--- config.mk ---
export PLATFORM = sky130hd
export DESIGN_NAME = axi_rd_rr_arbiter
export DESIGN_NICKNAME = d
export VERILOG_FILES = /design/src/rtl/axi_arb_pkg.sv /design/src/rtl/axi_rd_rr_arbiter_rr_pick.sv /design/src/rtl/axi_rd_rr_arbiter.sv
export SDC_FILE = /design/constraint.sdc
export NUM_CORES = 1
export LEC_CHECK = 0
export CELL_PAD_IN_SITES_DETAIL_PLACEMENT = 1
export CELL_PAD_IN_SITES_GLOBAL_PLACEMENT = 1
export CORE_AREA = 2 2 39 41
export DETAILED_ROUTE_END_ITERATION = 10
export DIE_AREA = 0 0 41 43
export PLACE_DENSITY_LB_ADDON = 0.1
export SYNTH_ARGS = -nofsm -noshare
export SYNTH_HDL_FRONTEND = slang
export SYNTH_SLANG_ARGS = --single-unit
--- constraint.sdc ---
create_clock -name sys_clk -period 1.9 [get_ports sys_clk]
set_clock_uncertainty 0.1 [all_clocks]
set_input_delay 0.38 -clock sys_clk [delete_from_list [all_inputs] [get_ports sys_clk]]
set_output_delay 0.38 -clock sys_clk [all_outputs]
set_load 0.03 [all_outputs]
--- src/rtl/axi_arb_pkg.sv ---
// Shared definitions for the AXI read-address arbiter.
//   arb_state_e : arbiter FSM states (ARB_IDLE, ARB_HOLD)
//   arb_id_w(n) : width of an encoded index into n masters, never below 1
//   ARB_MAX_MST : largest supported master count
package axi_arb_pkg;

  typedef enum logic {
    ARB_IDLE = 1'b0,
    ARB_HOLD = 1'b1
  } arb_state_e;

  localparam int unsigned ARB_MAX_MST = 16;

  function automatic int unsigned arb_id_w(input int unsigned n);
    return (n <= 1) ? 1 : $clog2(n);
  endfunction

endpackage

--- src/rtl/axi_rd_rr_arbiter_rr_pick.sv ---
// Combinational round-robin picker.
//   req  : request vector (N bits)
//   ptr  : index of the highest-priority requester (W bits, < N)
//   pick : one-hot winner (all zero when req is zero)
//   idx  : encoded winner index
//   any  : at least one request present
module rr_pick #(
  parameter int unsigned N = 3,
  parameter int unsigned W = 2
) (
  input  logic [N-1:0] req,
  input  logic [W-1:0] ptr,
  output logic [N-1:0] pick,
  output logic [W-1:0] idx,
  output logic         any
);

  localparam logic [2*N-1:0] ONE = {{(2*N-1){1'b0}}, 1'b1};

  logic [2*N-1:0] dbl;
  logic [2*N-1:0] masked;
  logic [2*N-1:0] first;

  // Requests are duplicated so that clearing everything below ptr still
  // leaves the wrapped-around requesters visible in the upper copy; the
  // lowest surviving bit is then the round-robin winner.
  assign dbl    = {req, req};
  assign masked = dbl & ~((ONE << ptr) - ONE);
  assign first  = masked & ~(masked - ONE);
  assign pick   = first[N-1:0] | first[2*N-1:N];
  assign any    = |req;

  always_comb begin
    idx = '0;
    for (int unsigned i = 0; i < N; i++) begin
      if (pick[i]) idx = W'(i);
    end
  end

endmodule

--- src/rtl/axi_rd_rr_arbiter.sv ---
// Round-robin arbiter for the interconnect read-address path.
// A winner is granted from ARB_IDLE and held in ARB_HOLD until rd_done;
// priority then rotates to the master after the last winner.
// Optional feature macro: ARB_QOS_EN adds rd_urgent; urgent requesters
// are arbitrated ahead of the rest.
//   sys_clk      : clock, rising edge
//   sys_rst      : asynchronous active-high reset
//   rd_req       : per-master read request (level)
//   rd_urgent    : per-master QoS urgent flag (ARB_QOS_EN only)
//   rd_done      : pulse, granted transaction complete
//   rd_grant     : registered one-hot grant
//   rd_grant_id  : encoded index of the granted master
//   rd_grant_vld : a grant is held
module axi_rd_rr_arbiter
  import axi_arb_pkg::*;
#(
  parameter int unsigned NUM_MST = 3,
  parameter int unsigned ID_W    = arb_id_w(NUM_MST)
) (
  input  logic               sys_clk,
  input  logic               sys_rst,
  input  logic [NUM_MST-1:0] rd_req,
`ifdef ARB_QOS_EN
  input  logic [NUM_MST-1:0] rd_urgent,
`endif
  input  logic               rd_done,
  output logic [NUM_MST-1:0] rd_grant,
  output logic [ID_W-1:0]    rd_grant_id,
  output logic               rd_grant_vld
);

  if (NUM_MST < 1 || NUM_MST > ARB_MAX_MST) begin : g_bad_num_mst
    $error("axi_rd_rr_arbiter: NUM_MST out of range");
  end

  localparam logic [ID_W-1:0] LAST_ID = ID_W'(NUM_MST - 1);

  arb_state_e        state_q, state_d;
  logic [ID_W-1:0]   ptr_q, ptr_d;
  logic [NUM_MST-1:0] grant_d;
  logic [ID_W-1:0]   id_d;
  logic [NUM_MST-1:0] cand;
  logic [NUM_MST-1:0] pick;
  logic [ID_W-1:0]   pick_idx;
  logic              pick_any;

`ifdef ARB_QOS_EN
  logic [NUM_MST-1:0] urgent_req;
  assign urgent_req = rd_req & rd_urgent;
  assign cand       = (|urgent_req) ? urgent_req : rd_req;
`else
  assign cand = rd_req;
`endif

  rr_pick #(
    .N (NUM_MST),
    .W (ID_W)
  ) u_pick (
    .req  (cand),
    .ptr  (ptr_q),
    .pick (pick),
    .idx  (pick_idx),
    .any  (pick_any)
  );

  always_ff @(posedge sys_clk or posedge sys_rst) begin
    if (sys_rst) begin
      state_q     <= ARB_IDLE;
      ptr_q       <= '0;
      rd_grant    <= '0;
      rd_grant_id <= '0;
    end else begin
      state_q     <= state_d;
      ptr_q       <= ptr_d;
      rd_grant    <= grant_d;
      rd_grant_id <= id_d;
    end
  end

  always_comb begin
    state_d = state_q;
    case (state_q)
      ARB_IDLE: if (pick_any) state_d = ARB_HOLD;
      ARB_HOLD: if (rd_done)  state_d = ARB_IDLE;
      default:                state_d = ARB_IDLE;
    endcase
  end

  always_comb begin
    grant_d = rd_grant;
    id_d    = rd_grant_id;
    ptr_d   = ptr_q;
    case (state_q)
      ARB_IDLE: begin
        if (pick_any) begin
          grant_d = pick;
          id_d    = pick_idx;
        end
      end
      ARB_HOLD: begin
        if (rd_done) begin
          grant_d = '0;
          id_d    = '0;
          ptr_d   = (rd_grant_id == LAST_ID) ? '0 : rd_grant_id + ID_W'(1);
        end
      end
      default: begin
        grant_d = '0;
        id_d    = '0;
      end
    endcase
  end

  // Derived from the state register, so it moves on the same edges as the
  // grant registers.
  assign rd_grant_vld = (state_q == ARB_HOLD);

endmodule
# Yosys cells after proc, flatten, opt, wreduce, memory -nomap -nowiden
# Cells that the tools add are included.
[classes]
addsub = 3
multipliers = 0
div_mod_pow = 0
order_cmp = 0
eq_ne = 3
n_shift = 1
n_mux = 12
bitwise = 6
n_reduce_logical = 3
[ops]
columns = ["op", "n"]
rows = [
  ["6-bit AND", 2],
  ["6-bit inverter", 2],
  ["6-bit by 1-bit subtractor with 6-bit output, second input constant", 2],
  ["2-bit two-way mux", 4],
  ["3-bit two-way mux", 2],
  ["3-bit one-hot mux with 2 select lines", 1],
  ["1-bit by 2-bit left shift with 6-bit output, first input constant", 1],
  ["2-bit != test, second input constant", 2],
  ["2-bit one-hot mux with 2 select lines", 1],
  ["2-bit AND reduction", 2],
  ["1-bit two-way mux", 3],
  ["3-bit OR", 1],
  ["3-bit OR reduction", 1],
  ["2-bit by 1-bit adder with 2-bit output, second input constant", 1],
  ["2-bit == test, second input constant", 1],
  ["1-bit one-hot mux with 2 select lines", 1],
  ["1-bit inverter", 1],
]
[totals]
register_bits = 8
latch_bits = 0
ramBits = 0
mem_bits_ro = 0
inputBits = 6
out_inout_bits = 6
n_memories = 0

# Longest topological paths before layout
[depth]
word_depth = 12
ltp_mapped = 3

# By module
# A second synthesis with hierarchy kept.
[unflattened]
hier_cells = 42
hier_area_um2 = 479.2
[modules_own_cells]
columns = ["mod", "instances", "cells_each", "area_each_um2", "seq_area_each_um2"]
rows = [
  ["axi_rd_rr_arbiter", 1, 28, 385.4, 200.2],
  ["rr_pick", 1, 14, 93.8, 0.0],
]

# Least setup slack after synthesis
# No wires, ideal clock.
[synth_timing]
path_kind = "register to register"
startpoint = "register ptr_q[1]"
endpoint = "register rd_grant_id[1]"
setup_ns = 0.122
arrival_time_ns = 1.023
required_ns = 1.678
path_slack_ns = 0.656
path_stages_with_launch = 4
period_less_slack_ns = 1.244
path_cell_list = "dfrtp_1 nor2b_1 a211o_1 a32o_1"
[synth_between]
elab_chain_cells = 11
[synth_lines]
columns = ["item", "line", "source"]
rows = [
  ["start: declaration", "axi_rd_rr_arbiter.sv:39", "logic [ID_W-1:0] ptr_q, ptr_d;"],
  ["start signal: assignment", "axi_rd_rr_arbiter.sv:74", "ptr_q <= ptr_d;"],
  ["1-bit by 2-bit left shift with 6-bit output (*)", "axi_rd_rr_arbiter_rr_pick.sv:28", "assign masked = dbl & ~((ONE << ptr) - ONE);"],
  ["6-bit by 1-bit subtractor with 6-bit output (*)", "axi_rd_rr_arbiter_rr_pick.sv:28", ""],
  ["6-bit inverter (*)", "axi_rd_rr_arbiter_rr_pick.sv:28", ""],
  ["6-bit AND (*)", "axi_rd_rr_arbiter_rr_pick.sv:28", ""],
  ["6-bit by 1-bit subtractor with 6-bit output", "axi_rd_rr_arbiter_rr_pick.sv:29", "assign first = masked & ~(masked - ONE);"],
  ["6-bit inverter", "axi_rd_rr_arbiter_rr_pick.sv:29", ""],
  ["6-bit AND (*)", "axi_rd_rr_arbiter_rr_pick.sv:29", ""],
  ["3-bit OR (*)", "axi_rd_rr_arbiter_rr_pick.sv:30", "assign pick = first[N-1:0] | first[2*N-1:N];"],
  ["2-bit two-way mux (*)", "axi_rd_rr_arbiter_rr_pick.sv:36", "if (pick[i]) idx = W'(i);"],
  ["2-bit two-way mux (*)", "axi_rd_rr_arbiter.sv:95", "if (pick_any) begin"],
  ["2-bit one-hot mux with 2 select lines (*)", "axi_rd_rr_arbiter.sv:93", "case (state_q)"],
  ["end signal: assignment", "axi_rd_rr_arbiter.sv:76", "rd_grant_id <= id_d;"],
  ["end: declaration", "axi_rd_rr_arbiter.sv:28", "output logic [ID_W-1:0] rd_grant_id,"],
]
# Mark *: on every way between the ends. The rest lies on a longest branch, timed or not. The select of a mux whose other input is x is not followed.
# A chain may end at the register's enable or synchronous reset.

==> flow_summary.ini <==
[detailed_routing]
ant_nets = 0
vias_per_cell = 4.95
drt_iter0_drc = 4
vias = 312
firstDrtPassIters = 2
routed_wl_um = 833
wl_per_cell_um = 13.2
route.detailed.drc = 0

[synthesis]
ys_types = 18
synth_area_um2 = 352
synth_nets = 39
syn_inst = 33
ys_seq_area_share_pct = 49.8
syn_avg_cell_area_um2 = 10.7
ys.warnings.count = 0
ys_ff_latch = 7

[clock_tree]
clock_latency_ns = 0.25
clk_transition_reported_paths_ns = 0.05
cts_hold_buf = 0
numCtsBuffers = 3
cts_tree = done
cts_max_path_buffers = 2
clock-root-buffer = clkbuf_4
numClockSinks = 7
htree_levels = 1

[global_routing]
antenna_found_initial = 0
grt_pass1_wl_um = 1340
grt-ovfl-total = 0
grt_start_max_net_pins = 8
grt_usage_pct = 11.1
first_global_vias = 318

[finish]
fill_cells = 159
antennaDiodeCount = 0
final_nets = 54
register_area_um2 = 175
drive_above_1_share_pct = 10.6
multiInputGateArea_um2 = 158
layout-area-overhead-vs-synth_pct = 43.1
postLayoutCoreUtil_pct = 36.3
stdcell_area_um2 = 503

[sta]
worstMarginPinSlew_ns = 0.312
finalMaxSlewViolations = 0
fin_crit_sh_pct = 95.9
finalSetupTns_ns = 0
slew_headroom_pct = 79.1
finalCriticalPeriod_ns = 1.82
fmax_ghz = 0.549
hold_violations = 0
setup_viol = 0
grt_setup_unrepaired = no

[pwr]
power.density_nw_per_um2 = 906
pwr-share-clk_pct = 28.6
switching_share_pct = 31.6
ir_drop_uv = 391
power_leakage_nw = 0.220
p_seq_share_pct = 42.6
p_total_uw = 456
switchingPower_uw = 144
comb_power_share_pct = 28.8
p_int_uw = 312

[worst_setup_path]
critical_path.max_fanout = 5
crit_type = flip-flop to output pin
worstPathArrival_ns = 1.34
path_depth = 1
rr_startpoint = ptr_q[1]
worstRegToRegCells = 3
cp_top_family = buffers and inverters
cp.buffers_inverters = 1
cp-endpoint = rd_grant[2]
cp-start-kind = flip-flop
r2r_slack_ns = 0.58
path_cells = clkdlybuf4s50_1
endpoint_kind = output pin
slowest_stage = clkdlybuf4s50_1
crit_start = rd_grant_id[1]
required_ns = 1.42
cp_slowest_stage_delay_ns = 0.70
reg2reg_to = rd_grant_id[1]

[floorplan]
die_y_um = 43
die_x_um = 41
start_util_pct = 25.4
core_area_um2 = 1380
rows = 14
design.die.area_um2 = 1760
pin_count = 12

[placement]
routabilityCongestion = 0.739
numPortBuffers = 11
postPlaceCellArea_um2 = 474

[outcome]
status = completed

[run]
drv_cap = 0

[worst_hold_path]
hold_path_class = primary input to asynchronous set/reset pin
## registers in the layout, indices dropped and copies added, names as in the netlist
name          cells
rd_grant          2
ptr_q             2
rd_grant_id       2
rd_grant_vld      1
## layer usage
metal / part of all wire [%] / global-route usage (%)
met3: 9.6 / 5.24
met5: 0 / 0
met2: 44 / 15.6
met4: 0 / 2.00
met1: 46 / 15.6
## Yosys cell counts
cell,instances,share of area (%)
o21a_1,2,4.3
o31ai_1,1,2.1
o21bai_2,1,3.2
a21oi_1,1,1.4
nor2_1,2,2.1
o2bb2ai_1,2,5.0
nand2_1,3,3.2
nand2b_1,1,1.8
o211ai_1,1,2.1
inv_1,3,3.2
a211o_1,1,2.5
a32o_1,2,5.7
mux2i_1,1,2.8
buf_4,1,2.1
dfrtp_1,7,50
nor4_2,1,3.6
o21ai_0,1,1.4
nor2b_1,2,3.6
## per-stage QoR
step | worst slack [ns] | std cells | hold slack (ns)
after floorplan | 0.656 | 33 | 0.0834
after global placement | 0.136 | 59 | 0.383
after detailed placement | 0.104 | 59 | 0.380
after CTS | 0.0503 | 63 | 0.270
after global routing | 0.0218 | 63 | 0.279
final | 0.0785 | 63 | 0.268
## power by group through the flow
stage | combinational, mW | sequential (mW) | clock [mW]
after detailed placement | 0.132 | 0.197 | 0
after CTS | 0.133 | 0.194 | 0.137
after global placement | 0.131 | 0.195 | 0
after floorplan | 0.0555 | 0.217 | 0
after global routing | 0.141 | 0.198 | 0.150
final | 0.131 | 0.194 | 0.130
## timing repair
| action | in CTS | in global routing |
|---|---|---|
| endpoints found under the setup margin | 0 | 1 |
| setup buffers | 0 | 0 |
| gates resized for setup | 0 | 1 |
## area by class of cell
class / instances / area share (%)
multi-input cells: 22 / 31.3
inverters: 3 / 2.24
clock buffers: 4 / 5.22
well taps: 16 / 3.98
flip-flops and latches: 7 / 34.8
repair buffers: 11 / 22.4
## kinds of logic after synthesis
family / share of synthesized area, %
flops: 49.8
mux: 2.85
buf+inv: 5.34
simple gates: 14.2
compound gates: 27.8
## worst min-delay path by stage
stage | from | to | slack, ns | cells after the start
after global placement | rd_grant[1] | rd_grant[1] | 0.38 | 1
after detailed placement | rd_grant[1] | rd_grant[1] | 0.38 | 1
final | sys_rst | rd_grant_vld | 0.27 | 2
after floorplan | sys_rst | ptr_q[0] | 0.08 | 1
after global routing | sys_rst | rd_grant_vld | 0.28 | 2
after CTS | sys_rst | rd_grant[1] | 0.27 | 2
## cells in the final DEF (no fill, tap or decap), drive strengths merged
master	Yosys	final
clkdlybuf4s50	0	10
dfrtp	7	7
clkbuf	0	4
nand2	3	3
inv	3	3
nor2	2	2
nor2b	2	2
a32o	2	2
o21a	2	2
o2bb2ai	2	2
nand2b	1	1
o21ai	1	1
a211o	1	1
nor4	1	1
o21bai	1	1
o211ai	1	1
a21oi	1	1
mux2i	1	1
o31ai	1	1
dlymetal6s2s	0	1
Note: power is estimated with default switching activity, not from simulation.
